## config.mk

```make
export PLATFORM = sky130hd
export DESIGN_NAME = mul_div_unit_flat
export DESIGN_NICKNAME = d
export VERILOG_FILES = /design/src/rtl/md_pkg.sv /design/src/rtl/mul_div_unit_if.sv /design/src/rtl/md_iter_core.sv /design/src/rtl/mul_div_unit.sv /design/src/flat_wrapper.sv
export SDC_FILE = /design/constraint.sdc
export NUM_CORES = 1
export LEC_CHECK = 0
export ABC_AREA = 1
export BUFFER_PORTS_ARGS = -buffer_cell sky130_fd_sc_hd__buf_2
export CAP_MARGIN = 10
export CORE_ASPECT_RATIO = 0.6
export CORE_MARGIN = 10
export CORE_UTILIZATION = 36
export DETAILED_ROUTE_END_ITERATION = 8
export MAX_ROUTING_LAYER = met4
export SLEW_MARGIN = 5
export SYNTH_ARGS = -nofsm -noshare
export SYNTH_HDL_FRONTEND = slang
export SYNTH_SLANG_ARGS = --single-unit
export TNS_END_PERCENT = 50
```

## constraint.sdc

```tcl
create_clock -name clock -period 14.8 [get_ports clock]
set_input_delay 0.74 -clock clock [delete_from_list [all_inputs] [get_ports clock]]
set_output_delay 0.74 -clock clock [all_outputs]
set_load 0.05 [all_outputs]
```

## src/rtl/md_pkg.sv

```systemverilog
// Shared definitions for the iterative multiply/divide unit: op encodings,
// FSM states and the constant quotient bit pattern for division by zero.
package md_pkg;

  localparam logic [2:0] MD_MULT  = 3'd0;
  localparam logic [2:0] MD_MULTU = 3'd1;
  localparam logic [2:0] MD_DIV   = 3'd2;
  localparam logic [2:0] MD_DIVU  = 3'd3;
  localparam logic [2:0] MD_MTHI  = 3'd4;
  localparam logic [2:0] MD_MTLO  = 3'd5;

  // Every quotient bit is set when the divisor is zero.
  localparam logic DBZ_QUOT_BIT = 1'b1;

  typedef enum logic [1:0] {
    IDLE = 2'd0,
    RUN  = 2'd1,
    FIX  = 2'd2
  } md_state_e;

  function automatic logic is_valid_op(input logic [2:0] op);
    return op <= MD_MTLO;
  endfunction

  function automatic logic is_iter_op(input logic [2:0] op);
    return op <= MD_DIVU;
  endfunction

  function automatic logic is_signed_op(input logic [2:0] op);
    return (op == MD_MULT) || (op == MD_DIV);
  endfunction

endpackage

```

## src/rtl/mul_div_unit_if.sv

```systemverilog
// Execute-stage issue bundle and HI/LO/status return for the mul/div unit.
// The issuer drives the master side; the unit sits on the slave side.
interface mul_div_unit_if #(parameter int WIDTH = 32);

  logic             start_e;
  logic             flush_e;
  logic [2:0]       op_e;
  logic [WIDTH-1:0] a_e;
  logic [WIDTH-1:0] b_e;
  logic             mf_op_d;
  logic [WIDTH-1:0] hi;
  logic [WIDTH-1:0] lo;
  logic             busy;
  logic             stall_md;
  logic             done;
  logic             div_by_zero;

  modport master (
    output start_e, flush_e, op_e, a_e, b_e, mf_op_d,
    input  hi, lo, busy, stall_md, done, div_by_zero
  );

  modport slave (
    input  start_e, flush_e, op_e, a_e, b_e, mf_op_d,
    output hi, lo, busy, stall_md, done, div_by_zero
  );

endinterface

```

## src/rtl/md_iter_core.sv

```systemverilog
// Radix-2 datapath: one WIDTH+1-bit adder/subtractor feeding a 2*WIDTH-bit
// shift register, used as shift-add multiplier or restoring divider.
module md_iter_core
  import md_pkg::*;
#(
  parameter int WIDTH = 32
) (
  input  logic             clock,
  input  logic             reset,
  input  logic             load_i,
  input  logic             step_i,
  input  logic             div_i,
  input  logic [WIDTH-1:0] a_i,
  input  logic [WIDTH-1:0] b_i,
  output logic [WIDTH-1:0] hi_o,
  output logic [WIDTH-1:0] lo_o
);

  logic [WIDTH-1:0] hi_q, hi_d;
  logic [WIDTH-1:0] lo_q, lo_d;
  logic [WIDTH-1:0] b_q, b_d;

  logic [WIDTH:0]   op_a;
  logic [WIDTH:0]   op_b;
  logic [WIDTH:0]   sum;
  logic             carry;

  // Divide subtracts via two's complement; carry-out set means no borrow.
  always_comb begin
    op_a = div_i ? {hi_q, lo_q[WIDTH-1]} : {1'b0, hi_q};
    op_b = div_i ? ~{1'b0, b_q} : {1'b0, b_q};
    {carry, sum} = {1'b0, op_a} + {1'b0, op_b} + {{(WIDTH+1){1'b0}}, div_i};
  end

  always_comb begin
    hi_d = hi_q;
    lo_d = lo_q;
    b_d  = b_q;
    if (load_i) begin
      hi_d = '0;
      lo_d = a_i;
      b_d  = b_i;
    end else if (step_i) begin
      if (div_i) begin
        hi_d = carry ? sum[WIDTH-1:0] : op_a[WIDTH-1:0];
        lo_d = {lo_q[WIDTH-2:0], carry};
      end else if (lo_q[0]) begin
        {hi_d, lo_d} = {sum, lo_q[WIDTH-1:1]};
      end else begin
        {hi_d, lo_d} = {1'b0, hi_q, lo_q[WIDTH-1:1]};
      end
    end
  end

  always_ff @(posedge clock or posedge reset) begin
    if (reset) begin
      hi_q <= '0;
      lo_q <= '0;
      b_q  <= '0;
    end else begin
      hi_q <= hi_d;
      lo_q <= lo_d;
      b_q  <= b_d;
    end
  end

  assign hi_o = hi_q;
  assign lo_o = lo_q;

endmodule

```

## src/rtl/mul_div_unit.sv

```systemverilog
// Iterative multiply/divide unit with architectural HI/LO. Owns the issue
// handshake, the IDLE/RUN/FIX sequencer, sign handling and the stall request.
module mul_div_unit
  import md_pkg::*;
#(
  parameter int WIDTH = 32
) (
  input  logic           clock,
  input  logic           reset,
  mul_div_unit_if.slave  md
);

  localparam int CNT_W = $clog2(WIDTH) + 1;

  if (WIDTH < 4) begin : g_width_check
    $error("mul_div_unit: WIDTH must be at least 4");
  end

  md_state_e        state_q, state_d;
  logic [CNT_W-1:0] cnt_q, cnt_d;
  logic [WIDTH-1:0] hi_q, hi_d;
  logic [WIDTH-1:0] lo_q, lo_d;
  logic [WIDTH-1:0] a_raw_q, a_raw_d;
  logic             div_q, div_d;
  logic             neg_res_q, neg_res_d;
  logic             neg_rem_q, neg_rem_d;
  logic             b_zero_q, b_zero_d;
  logic             dbz_q, dbz_d;
  logic             done_q, done_d;

  logic             accept;
  logic             accept_iter;
  logic             a_neg, b_neg;
  logic [WIDTH-1:0] a_mag, b_mag;
  logic [WIDTH-1:0] core_hi, core_lo;
  logic [2*WIDTH-1:0] prod;

  always_comb begin
    accept      = (state_q == IDLE) && md.start_e && !md.flush_e && is_valid_op(md.op_e);
    accept_iter = accept && is_iter_op(md.op_e);
    a_neg       = is_signed_op(md.op_e) && md.a_e[WIDTH-1];
    b_neg       = is_signed_op(md.op_e) && md.b_e[WIDTH-1];
    a_mag       = a_neg ? -md.a_e : md.a_e;
    b_mag       = b_neg ? -md.b_e : md.b_e;
    prod        = {core_hi, core_lo};
  end

  md_iter_core #(.WIDTH(WIDTH)) u_core (
    .clock  (clock),
    .reset  (reset),
    .load_i (accept_iter),
    .step_i (state_q == RUN),
    .div_i  (div_q),
    .a_i    (a_mag),
    .b_i    (b_mag),
    .hi_o   (core_hi),
    .lo_o   (core_lo)
  );

  always_comb begin
    state_d   = state_q;
    cnt_d     = cnt_q;
    hi_d      = hi_q;
    lo_d      = lo_q;
    a_raw_d   = a_raw_q;
    div_d     = div_q;
    neg_res_d = neg_res_q;
    neg_rem_d = neg_rem_q;
    b_zero_d  = b_zero_q;
    dbz_d     = dbz_q;
    done_d    = (state_q == FIX);

    case (state_q)
      IDLE: begin
        if (accept) begin
          dbz_d = 1'b0;
          if (md.op_e == MD_MTHI) begin
            hi_d = md.a_e;
          end else if (md.op_e == MD_MTLO) begin
            lo_d = md.a_e;
          end else begin
            state_d   = RUN;
            cnt_d     = '0;
            div_d     = md.op_e[1];
            neg_res_d = a_neg ^ b_neg;
            neg_rem_d = a_neg;
            b_zero_d  = (md.b_e == '0);
            a_raw_d   = md.a_e;
          end
        end
      end

      RUN: begin
        cnt_d = cnt_q + CNT_W'(1);
        if (cnt_q == CNT_W'(WIDTH - 1)) begin
          state_d = FIX;
        end
      end

      FIX: begin
        state_d = IDLE;
        cnt_d   = '0;
        if (!div_q) begin
          {hi_d, lo_d} = neg_res_q ? -prod : prod;
        end else if (b_zero_q) begin
          // Quotient pattern is fixed; remainder is the dividend exactly as issued.
          lo_d  = {WIDTH{DBZ_QUOT_BIT}};
          hi_d  = a_raw_q;
          dbz_d = 1'b1;
        end else begin
          lo_d = neg_res_q ? -core_lo : core_lo;
          hi_d = neg_rem_q ? -core_hi : core_hi;
        end
      end

      default: begin
        state_d = IDLE;
        cnt_d   = '0;
      end
    endcase
  end

  always_ff @(posedge clock or posedge reset) begin
    if (reset) begin
      state_q   <= IDLE;
      cnt_q     <= '0;
      hi_q      <= '0;
      lo_q      <= '0;
      a_raw_q   <= '0;
      div_q     <= 1'b0;
      neg_res_q <= 1'b0;
      neg_rem_q <= 1'b0;
      b_zero_q  <= 1'b0;
      dbz_q     <= 1'b0;
      done_q    <= 1'b0;
    end else begin
      state_q   <= state_d;
      cnt_q     <= cnt_d;
      hi_q      <= hi_d;
      lo_q      <= lo_d;
      a_raw_q   <= a_raw_d;
      div_q     <= div_d;
      neg_res_q <= neg_res_d;
      neg_rem_q <= neg_rem_d;
      b_zero_q  <= b_zero_d;
      dbz_q     <= dbz_d;
      done_q    <= done_d;
    end
  end

  assign md.hi          = hi_q;
  assign md.lo          = lo_q;
  assign md.busy        = (state_q != IDLE);
  assign md.stall_md    = (state_q != IDLE) && (md.mf_op_d || md.start_e);
  assign md.done        = done_q;
  assign md.div_by_zero = dbz_q;

endmodule

```

## src/flat_wrapper.sv

```systemverilog
// flat-port wrapper written by rule: the top's interface ports become plain ports
module mul_div_unit_flat import md_pkg::*;
#(
  parameter int WIDTH = 32
)
  (clock, reset, md_start_e, md_flush_e, md_op_e, md_a_e, md_b_e, md_mf_op_d, md_hi, md_lo, md_busy, md_stall_md, md_done, md_div_by_zero);
  mul_div_unit_if #(.WIDTH(WIDTH)) md_i ();
  input  logic clock;
  input  logic reset;
  input wire logic [$bits(md_i.start_e)-1:0] md_start_e;
  input wire logic [$bits(md_i.flush_e)-1:0] md_flush_e;
  input wire logic [$bits(md_i.op_e)-1:0] md_op_e;
  input wire logic [$bits(md_i.a_e)-1:0] md_a_e;
  input wire logic [$bits(md_i.b_e)-1:0] md_b_e;
  input wire logic [$bits(md_i.mf_op_d)-1:0] md_mf_op_d;
  output wire logic [$bits(md_i.hi)-1:0] md_hi;
  output wire logic [$bits(md_i.lo)-1:0] md_lo;
  output wire logic [$bits(md_i.busy)-1:0] md_busy;
  output wire logic [$bits(md_i.stall_md)-1:0] md_stall_md;
  output wire logic [$bits(md_i.done)-1:0] md_done;
  output wire logic [$bits(md_i.div_by_zero)-1:0] md_div_by_zero;
  assign md_i.start_e = md_start_e;
  assign md_i.flush_e = md_flush_e;
  assign md_i.op_e = md_op_e;
  assign md_i.a_e = md_a_e;
  assign md_i.b_e = md_b_e;
  assign md_i.mf_op_d = md_mf_op_d;
  assign md_hi = md_i.hi;
  assign md_lo = md_i.lo;
  assign md_busy = md_i.busy;
  assign md_stall_md = md_i.stall_md;
  assign md_done = md_i.done;
  assign md_div_by_zero = md_i.div_by_zero;
  mul_div_unit #(.WIDTH(WIDTH)) u_core (.clock(clock), .reset(reset), .md(md_i));
endmodule
```

# --- After elaboration in Yosys (flattened, before gate mapping) ---
# Index checks and enable logic that the tools add are counted.
word_totals:
  reg_bits: 206
  input_bits: 72
op_classes:
  n_addsub: 8
  magnitude_cmp: 2
  n_eq_ne: 14
  mux: 40
  n_bitwise: 4
  reduce_logical: 22
ops:
  columns: ["operator", "n"]
  rows:
  - ["$mux W32", 22]
  - ["$neg A32 Y32", 4]
  - ["$pmux W32 S2", 2]
  - ["$mux W33", 2]
  - ["$mux W64", 1]
  - ["$neg A64 Y64", 1]
  - ["$add A33 B33 Y34", 1]
  - ["$add A34 B1 Y34", 1]
  - ["$not A32 Y33", 1]
  - ["$logic_not A32 Y1", 1]
  - ["$mux W6", 3]
  - ["$reduce_and A4 Y1", 4]
  - ["$ne A2 B1 Y1 const B", 6]
  - ["$pmux W6 S2", 1]
  - ["$mux W2", 4]
  - ["$logic_and A1 B1 Y1", 7]
  - ["$add A6 B1 Y6 const B", 1]
  - ["$eq A3 B3 Y1 const B", 2]
  - ["$eq A6 B5 Y1 const B", 1]
  - ["$reduce_and A3 Y1", 2]
  - ["$reduce_bool A2 Y1", 3]
  - ["$ne A2 B2 Y1 const B", 2]
  - ["$pmux W2 S2", 1]
  - ["$eq A3 B2 Y1 const B", 1]
  - ["12 further kinds", 16]

# --- Depth between registers and ports, before layout ---
# Gate-level depths: netlist of run 1.
depth:
  depth_word: 8
  mapped_depth: 22
  depth_no_buf: 20

# --- By module ---
# Synthesis of run 1 repeated with hierarchy kept, for this count alone.
hier_totals:
  hier_cells: 2894
  area_unflattened_um2: 17834.6
modules_own_cells:
  columns: ["module", "n_inst", "cells_each", "area_per_inst_um2"]
  rows:
  - ["mul_div_unit", 1, 1656, 9870.7]
  - ["md_iter_core", 1, 1238, 7963.9]

# --- Worst setup path after synthesis of run 1 ---
# OpenSTA, ideal clock, no wires.
synth_path:
  kind: "reg2reg"
  from: "register u_core.div_q"
  to: "register u_core.u_core.hi_q[7], in the netlist u_core.u_core.hi_o[7]"
  setup_ns: 0.127
  t_arrival_ns: 3.017
  path_slack_ns: 11.656
  stages_incl_launch_ff: 16
  n_path_buf: 5
  path_cell_list: "dfrtp_1 buf_4 clkbuf_1 clkbuf_1 clkbuf_1 a21oi_1 ha_1 a21oi_1 nand2_1 nand2_1 nand3_1 a21oi_2 nand4_2 buf_4 o211ai_1 o21ai_1"
synth_via:
  elab_chain_cells: 7
  elab_cells_between_ends: 9
  classes_between: "add/sub: 2; mux: 7"
synth_lines:
  columns: ["item", "line", "source"]
  rows:
  - ["start: declaration", "mul_div_unit.sv:24", "logic div_q, div_d;"]
  - ["start signal: assignment", "mul_div_unit.sv:142", "div_q <= div_d;"]
  - ["$mux W33 (on tied branches)", "md_iter_core.sv:30, md_iter_core.sv:31", null]
  - ["$add A33 B33 Y34", "md_iter_core.sv:32", "{carry, sum} = {1'b0, op_a} + {1'b0, op_b} + {{(WIDTH+1){1'b0}}, div_i};"]
  - ["$add A34 B1 Y34", "md_iter_core.sv:32", null]
  - ["$mux W32 (on tied branches)", "md_iter_core.sv:47, md_iter_core.sv:45", null]
  - ["$mux W32 (*)", "md_iter_core.sv:44", "if (div_i) begin"]
  - ["$mux W32 (*)", "md_iter_core.sv:43", "end else if (step_i) begin"]
  - ["$mux W32 (*)", "md_iter_core.sv:39", "if (load_i) begin"]
  - ["end signal: assignment", "md_iter_core.sv:61", "hi_q <= hi_d;"]
  - ["end: declaration", "md_iter_core.sv:19", "logic [WIDTH-1:0] hi_q, hi_d;"]
# Mark *: on every way between the ends. The rest lies on a longest branch, timed or not. The select of a mux whose other input is x is not followed.
# A chain may end at the register's enable or synchronous reset.

# --- Worst setup path in the final report of run 1 ---
layout_path:
  from: "register u_core.div_q"
  to: "register u_core.u_core.hi_q[8], in the netlist u_core.u_core.hi_o[8]"
# Same word-level chain as after synthesis.

==> results of run 1 <==
[power breakdown]
group / internal, uW / switching, uW / total, uW / leakage [uW]
sequential: 798 / 359 / 1160 / 0.00252
clock: 350 / 272 / 622 / 0.000377
combinational: 1050 / 2600 / 3650 / 0.00693
total: 2200 / 3230 / 5430 / 0.00982
[through the flow]
stage	cells	total power (uW)	utilization, %	area, um^2
after floorplan	2897	3510	-	17900
after global placement	3564	4680	38.6	19000
after detailed placement	3564	4670	38.6	19000
after CTS	3606	5310	40.2	19800
after global routing	3606	5810	40.2	19800
final	3606	5430	40.2	19800
[sequential cells by signal, indices dropped and copies added, names as in the netlist, 2 cells and up]
register,count
u_core.md.hi,32
u_core.u_core.b_q,32
u_core.md.lo,32
u_core.a_raw_q,32
u_core.u_core.hi_o,32
u_core.cnt_q,6
u_core.u_core.lo_o,32
u_core.state_q,2
[area by class of cell]
class                      instances  area [um^2]
sequential                       206         5160
timing repair buffer             160          853
clock inverter                    14          164
fill                            5375        29500
tap                              650          813
multi-input combinational       2227        11000
inverter                         321         1210
clock buffer                      28          614
[kinds of logic (layout without fill, tap and decap cells)]
| family | after synthesis | in the layout | synth area share, % |
|---|---|---|---|
| and+or+nand+nor | 1578 | 1578 | 37.4 |
| AOI/OAI and AO/OA | 522 | 522 | 16.7 |
| xor gates and xnor gates | 90 | 90 | 4.39 |
| adders and majority gates | 37 | 37 | 2.62 |
| buffers and inverters | 464 | 523 | 10.1 |
| DFF | 206 | 206 | 28.7 |
[placed cells by master, fill, tap and decap left out, types with 17 or more instances in the layout]
cell type  instances
a21oi_1          146
a32o_1            17
buf_2            139
buf_4             21
clkbuf_16         23
dfrtp_1          204
ha_1              36
inv_1            298
inv_2             22
nand2_1          873
nand3_1          241
nand3b_1          18
nand4_1           46
nor2_1           302
nor3_1            29
o211ai_1          25
o21ai_0          213
o21ai_1           34
o221ai_1          24
xor2_1            85
[worst min-delay path by stage]
stage	startpoint	slack (ns)	depth (start not counted)	to
floorplan	u_core.a_raw_q[19]	0.44	2	u_core.a_raw_q[19]
global placement	u_core.md.lo[0]	0.46	2	u_core.md.lo[0]
detailed placement	u_core.a_raw_q[0]	0.47	2	u_core.a_raw_q[0]
CTS	reset	0.29	2	u_core.u_core.lo_o[13]
global route	reset	0.31	2	u_core.u_core.lo_o[8]
finish	reset	0.25	2	u_core.a_raw_q[18]
[layer usage]
metal,wire length [um],global-route usage [%],up-vias
li1,-,-,9537
met1,42000,44.2,9908
met2,30800,35.0,1141
met3,11300,9.42,66
met4,825,2.77,0
met5,0,-,-
[worst max-delay path, delay by kind of cell (launching register included)]
family                   cells  cell delay, ns
flip-flops                   1            0.95
buffers and inverters        3            1.92
adder cells (fa/ha/maj)      1            0.43
AO/OA/AOI/OAI                1            0.25
AND/OR/NAND/NOR             11            1.87
==> flow_summary.yaml, run 1 <==
detailed_routing:
  avgRoutedWirePerCell_um: 23.6
  drc: 0
  routed_via_density: 5.73
  detail-route-antenna-nets: 0
  drt-total-wl_mm: 84.9
  drtIter0Drc: 2631
  dr.pass1.iters: 6
  total_vias_in_the_final_route: 20700
clock_tree:
  ctsHoldBuffers: 0
  tritoncts_clock_tree: "built"
  clock_latency_ns: 0.56
  clk_pin_slew_worst_paths_ns: 0.07
  clk_path_buf_depth: 3
  post-cts-setup-buffer-count: 0
  tritoncts_buffer_count: 23
  ctsResizeCount: 0
  cts.root.buffer_cell: "clkbuf_16"
  clock_tree.htree_level_count: 1
  numClockSinks: 206
global_route:
  maximum_number_of_pins_on_one_net_before_global_route_repair: 90
  first_pass_grt_wire_length_mm: 124
  global_route.overflow_total: 0
  first_global_vias: 18600
  initial_antenna_violation_count: 2
  groute.usage.overall_pct: 28.5
critical_path:
  worst_path_most_repeated_cell: "nand2_1"
  critPathRequiredTime_ns: 15.23
  timing.reg2reg.worst_path_depth: 16
  cp_max_stage_delay_ns: 0.95
  critical_path.startpoint_type: "flip-flop"
  ff_to_ff_setup_slack_ns: 9.17
  start_point_of_the_critical_path: "u_core.div_q"
  path_class: "flip-flop to flip-flop"
  worstSetupEndpoint: "u_core.u_core.hi_o[8]"
  worstPathArrival_ns: 6.05
  r2r_start: "u_core.div_q"
  critical_path.reg2reg.endpoint: "u_core.u_core.hi_o[8]"
  crit_slowest_cell: "dfrtp_4"
  crit_path_max_fanout: 89
  worst_setup_path_end_kind: "flip-flop"
  path_cells: "buf_4 > buf_4 > a21oi_1 > ha_1 > nand2_1 > nor2_1 > nand2_1 > nor2_2 > nand2_1 > nand3_2 > nand3_2 > nand2_2 > inv_1 > or2_0 > nand3_1 > nand2_1"
sta:
  timing.hold.ws_ns: 0.249
  setup-tns-final_ns: 0
  report.final.hold_viol_count: 0
  slew_at_the_pin_with_the_worst_max_slew_slack_ns: 1.01
  rsz0062_at_grt: "false"
  max_freq_mhz: 178
  final.period_utilization_pct: 38.0
  timing.final.ws_setup_ns: 9.17
  final-setup-viol-count: 0
  clock-skew-final_ns: 0.0379
  max-slew-margin-rel_pct: 32.6
  timing.final.max_slew_violations: 0
  layout_min_cycle_time_ns: 5.63
yosys:
  synth.top_cells.by_count: "nand2_1 (874), nor2_1 (304), inv_1 (299)"
  synth_enable_flop_cells: 0
  synth_top_flop_cell: "dfrtp_1"
  synth-seq-cells: 206
  yosysSeqAreaShare_pct: 28.7
  post-synth-top-count-cell: "nand2_1"
  asyncSetResetFlopFracSynth_pct: 100
  yosys_top_cell_area_share_pct: 28.7
  ys.warnings.count: 0
  netlist_area_um2: 17900
  yosysUniqueCellTypes: 57
  synthDominantAreaCellType: "dfrtp_1"
  ys_top_cells_by_area: "dfrtp_1 (29%), nand2_1 (18%), nand3_1 (6.7%), nor2_1 (6.4%), inv_1 (6.3%)"
  net_count_synth: 3006
  avgSynthCellArea_um2: 6.19
  synthCells: 2897
placement:
  dpl.hpwl_mm: 67.4
  place_ws_ns: 9.40
  portBuffers: 139
  gpl.final_weighted_congestion: 1.03
power_and_ir_drop:
  worst_ir_drop_vdd_mv: 0.110
  powerDensity_nw_per_um2: 274
  cellLeakagePower_uw: 0.00982
die:
  core_area_um2: 49300
  floorplan.initialDensity_pct: 36.4
  fp.dieArea_um2: 59500
  die_x_um: 308
  die_height_um: 193
  floorplan.io_pins: 140
  placementRows: 63
status:
  status: "finished clean"
min_path:
  hold_path.class: "input pin to asynchronous set/reset pin"
run:
  drv_cap: 0
layout:
  drive_above_1_share_pct: 9.51
  diode_insertion_count_for_antenna_repair: 0
  finalNetCount: 3048
  layout-area-overhead-vs-synth_pct: 10.5
(Power assumes the default switching activity.)
==> run 2: changes to the inputs <==
==> constraint.sdc (replaced) <==
create_clock -name clock -period 5.74 [get_ports clock]
set_input_delay 0.287 -clock clock [delete_from_list [all_inputs] [get_ports clock]]
set_output_delay 0.287 -clock clock [all_outputs]
set_load 0.05 [all_outputs]
==> flow_summary.yaml, run 2 (synthesis gave the netlist of run 1 again) <==
placement:
  gpl.final_weighted_congestion: 1.04
  portBuffers: 139
  post-place-cells: 3570
  dpl.hpwl_mm: 69.1
clock_tree:
  clock_tree.htree_level_count: 1
  numClockSinks: 206
  cts.root.buffer_cell: "clkbuf_16"
  clk_pin_slew_worst_paths_ns: 0.07
  clk_path_buf_depth: 3
  clock_latency_ns: 0.56
  post-cts-setup-buffer-count: 0
  ctsResizeCount: 0
  tritoncts_buffer_count: 24
  tritoncts_clock_tree: "built"
layout:
  drive_above_1_share_pct: 9.81
  finalNetCount: 3056
  leading_cell_type_in_the_layout_fill_and_taps_excluded: "nand2_1"
  multiInputGateArea_um2: 11000
  most-common-layout-cells: "nand2_1 (873), nor2_1 (302), inv_1 (298), nand3_1 (241), o21ai_0 (213)"
  count_of_filler_cells_inserted_in_the_layout: 5391
  final_cells: 3620
  seq_area_um2: 5160
  layout-area-overhead-vs-synth_pct: 11.2
die:
  die_height_um: 193
  fp.dieArea_um2: 59500
  floorplan.io_pins: 140
  core_area_um2: 49300
  placementRows: 63
  die_x_um: 308
  floorplan.initialDensity_pct: 36.4
global_route:
  grt_busiest_layer: "met1"
  maximum_number_of_pins_on_one_net_before_global_route_repair: 148
  groute.usage.overall_pct: 29.3
  first_pass_grt_wire_length_mm: 128
  initial_antenna_violation_count: 3
  first_global_vias: 19100
  global_route.usage.met3_pct: 9.07
  gr-usage-met2_pct: 35.3
  global_route.overflow_total: 0
  groute.layer.met1.usage_pct: 46.2
status:
  status: "finished clean"
power_and_ir_drop:
  powerDensity_nw_per_um2: 706
  power.share.sequential_pct: 21.6
  internal_power_uw: 5740
  worst_ir_drop_vdd_mv: 0.261
  clock_power_share_pct: 12.0
  cellLeakagePower_uw: 0.00988
  combPwrFrac_pct: 66.4
  switching_share_pct: 59.3
  total_net_switching_power_uw: 8370
sta:
  layout_min_cycle_time_ns: 4.31
  rsz0062_at_grt: "false"
  timing.final.max_slew_violations: 0
  setup-tns-final_ns: 0
  report.final.hold_viol_count: 0
  max_freq_mhz: 232
  final.period_utilization_pct: 75.1
  timing.hold.ws_ns: 0.0247
  final-setup-viol-count: 0
  slew_at_the_pin_with_the_worst_max_slew_slack_ns: 1.08
  clock-skew-final_ns: 0.0137
  max-slew-margin-rel_pct: 27.1
detailed_routing:
  drtIter0Drc: 2944
  total_vias_in_the_final_route: 20700
  drt-total-wl_mm: 86.9
  dr.pass1.iters: 6
  drc: 0
  detail-route-antenna-nets: 0
  routed_via_density: 5.72
  avgRoutedWirePerCell_um: 24.0
critical_path:
  critical_path.startpoint_type: "flip-flop"
  timing.reg2reg.worst_path_depth: 14
  worstPathArrival_ns: 4.75
  crit_path_max_fanout: 59
  path_class: "flip-flop to flip-flop"
  worst_setup_path_end_kind: "flip-flop"
  critPathRequiredTime_ns: 6.18
min_path:
  hold_path_depth: 3
  hold_path.class: "input pin to flip-flop"
run:
  drv_cap: 0
-- run 2: cell count changes in the layout (fill, tap and decap cells not counted), moves of 2 or more --
cell,delta
buf_4,+5
clkbuf_1,-2
clkbuf_16,+2
clkbuf_8,+3
clkinv_2,-3
clkinvlp_4,+4
diode_2,+5
-- run 2: path summary, 6_finish.rpt --
kind                       slack (ns)                     end             from
max in group asynchronous        3.98        u_core.md.hi[30]            reset
min in group asynchronous        0.40   u_core.u_core.b_q[19]            reset
hold reg to reg                  0.48         u_core.md.lo[1]  u_core.md.lo[1]
setup / recovery                 1.43  u_core.u_core.hi_o[10]     u_core.div_q
hold / removal                   0.02       u_core.a_raw_q[0]        md_a_e[0]
setup reg to reg                 1.43  u_core.u_core.hi_o[10]     u_core.div_q
-- run 2: routing by layer --
layer	routed length (um)	up-vias
li1	-	9574
met1	43400	9987
met2	31100	1086
met3	11500	70
met4	863	0
met5	0	-
-- run 2: critical path: stages (launching register included) --
cell and delay (ns):
dfrtp_4 0.99, buf_4 0.53, nor2_1 0.12, a21oi_1 0.18
ha_1 0.31, a21oi_1 0.29, nand2_1 0.09, nand2_1 0.06
nand3_1 0.11, a21oi_2 0.32, nand4_2 0.42, inv_2 0.43
nand2_1 0.10, o211ai_1 0.11, nand2_1 0.07
-- run 2: power groups by stage --
stage | combinational, uW | clock (uW) | sequential, uW
2_1_floorplan | 6090 | 0 | 2960
3_3_place_gp | 9110 | 0 | 2980
3_5_place_dp | 9080 | 0 | 2990
4_1_cts | 9120 | 1700 | 2970
5_1_grt | 10300 | 1770 | 3090
6_report | 9370 | 1690 | 3040
-- run 2: what timing repair did --
action | CTS | global route
hold buffers | 1 | 0
hold endpoints to repair | 28 | 0
endpoints found under the setup margin | 0 | 0
-- run 2: final cells by class --
class / count / share of cell area [%]
multi-input cells: 2227 / 55.1
flip-flops and latches: 206 / 25.9
inverters: 321 / 6.06
repair buffers: 167 / 4.61
well taps: 650 / 4.07
clock buffers: 31 / 3.50
clock inverters: 13 / 0.721
diodes: 5 / 0.0627
-- run 2: stage by stage --
step	power, uW	util [%]	setup WS (ns)	cell area (um^2)
floorplan	9060	-	2.60	17900
global route	15100	40.4	1.13	20000
finish	14100	40.5	1.43	20000
global placement	12100	38.7	1.56	19100
CTS	13800	40.4	1.54	19900
detailed placement	12100	38.7	1.57	19100
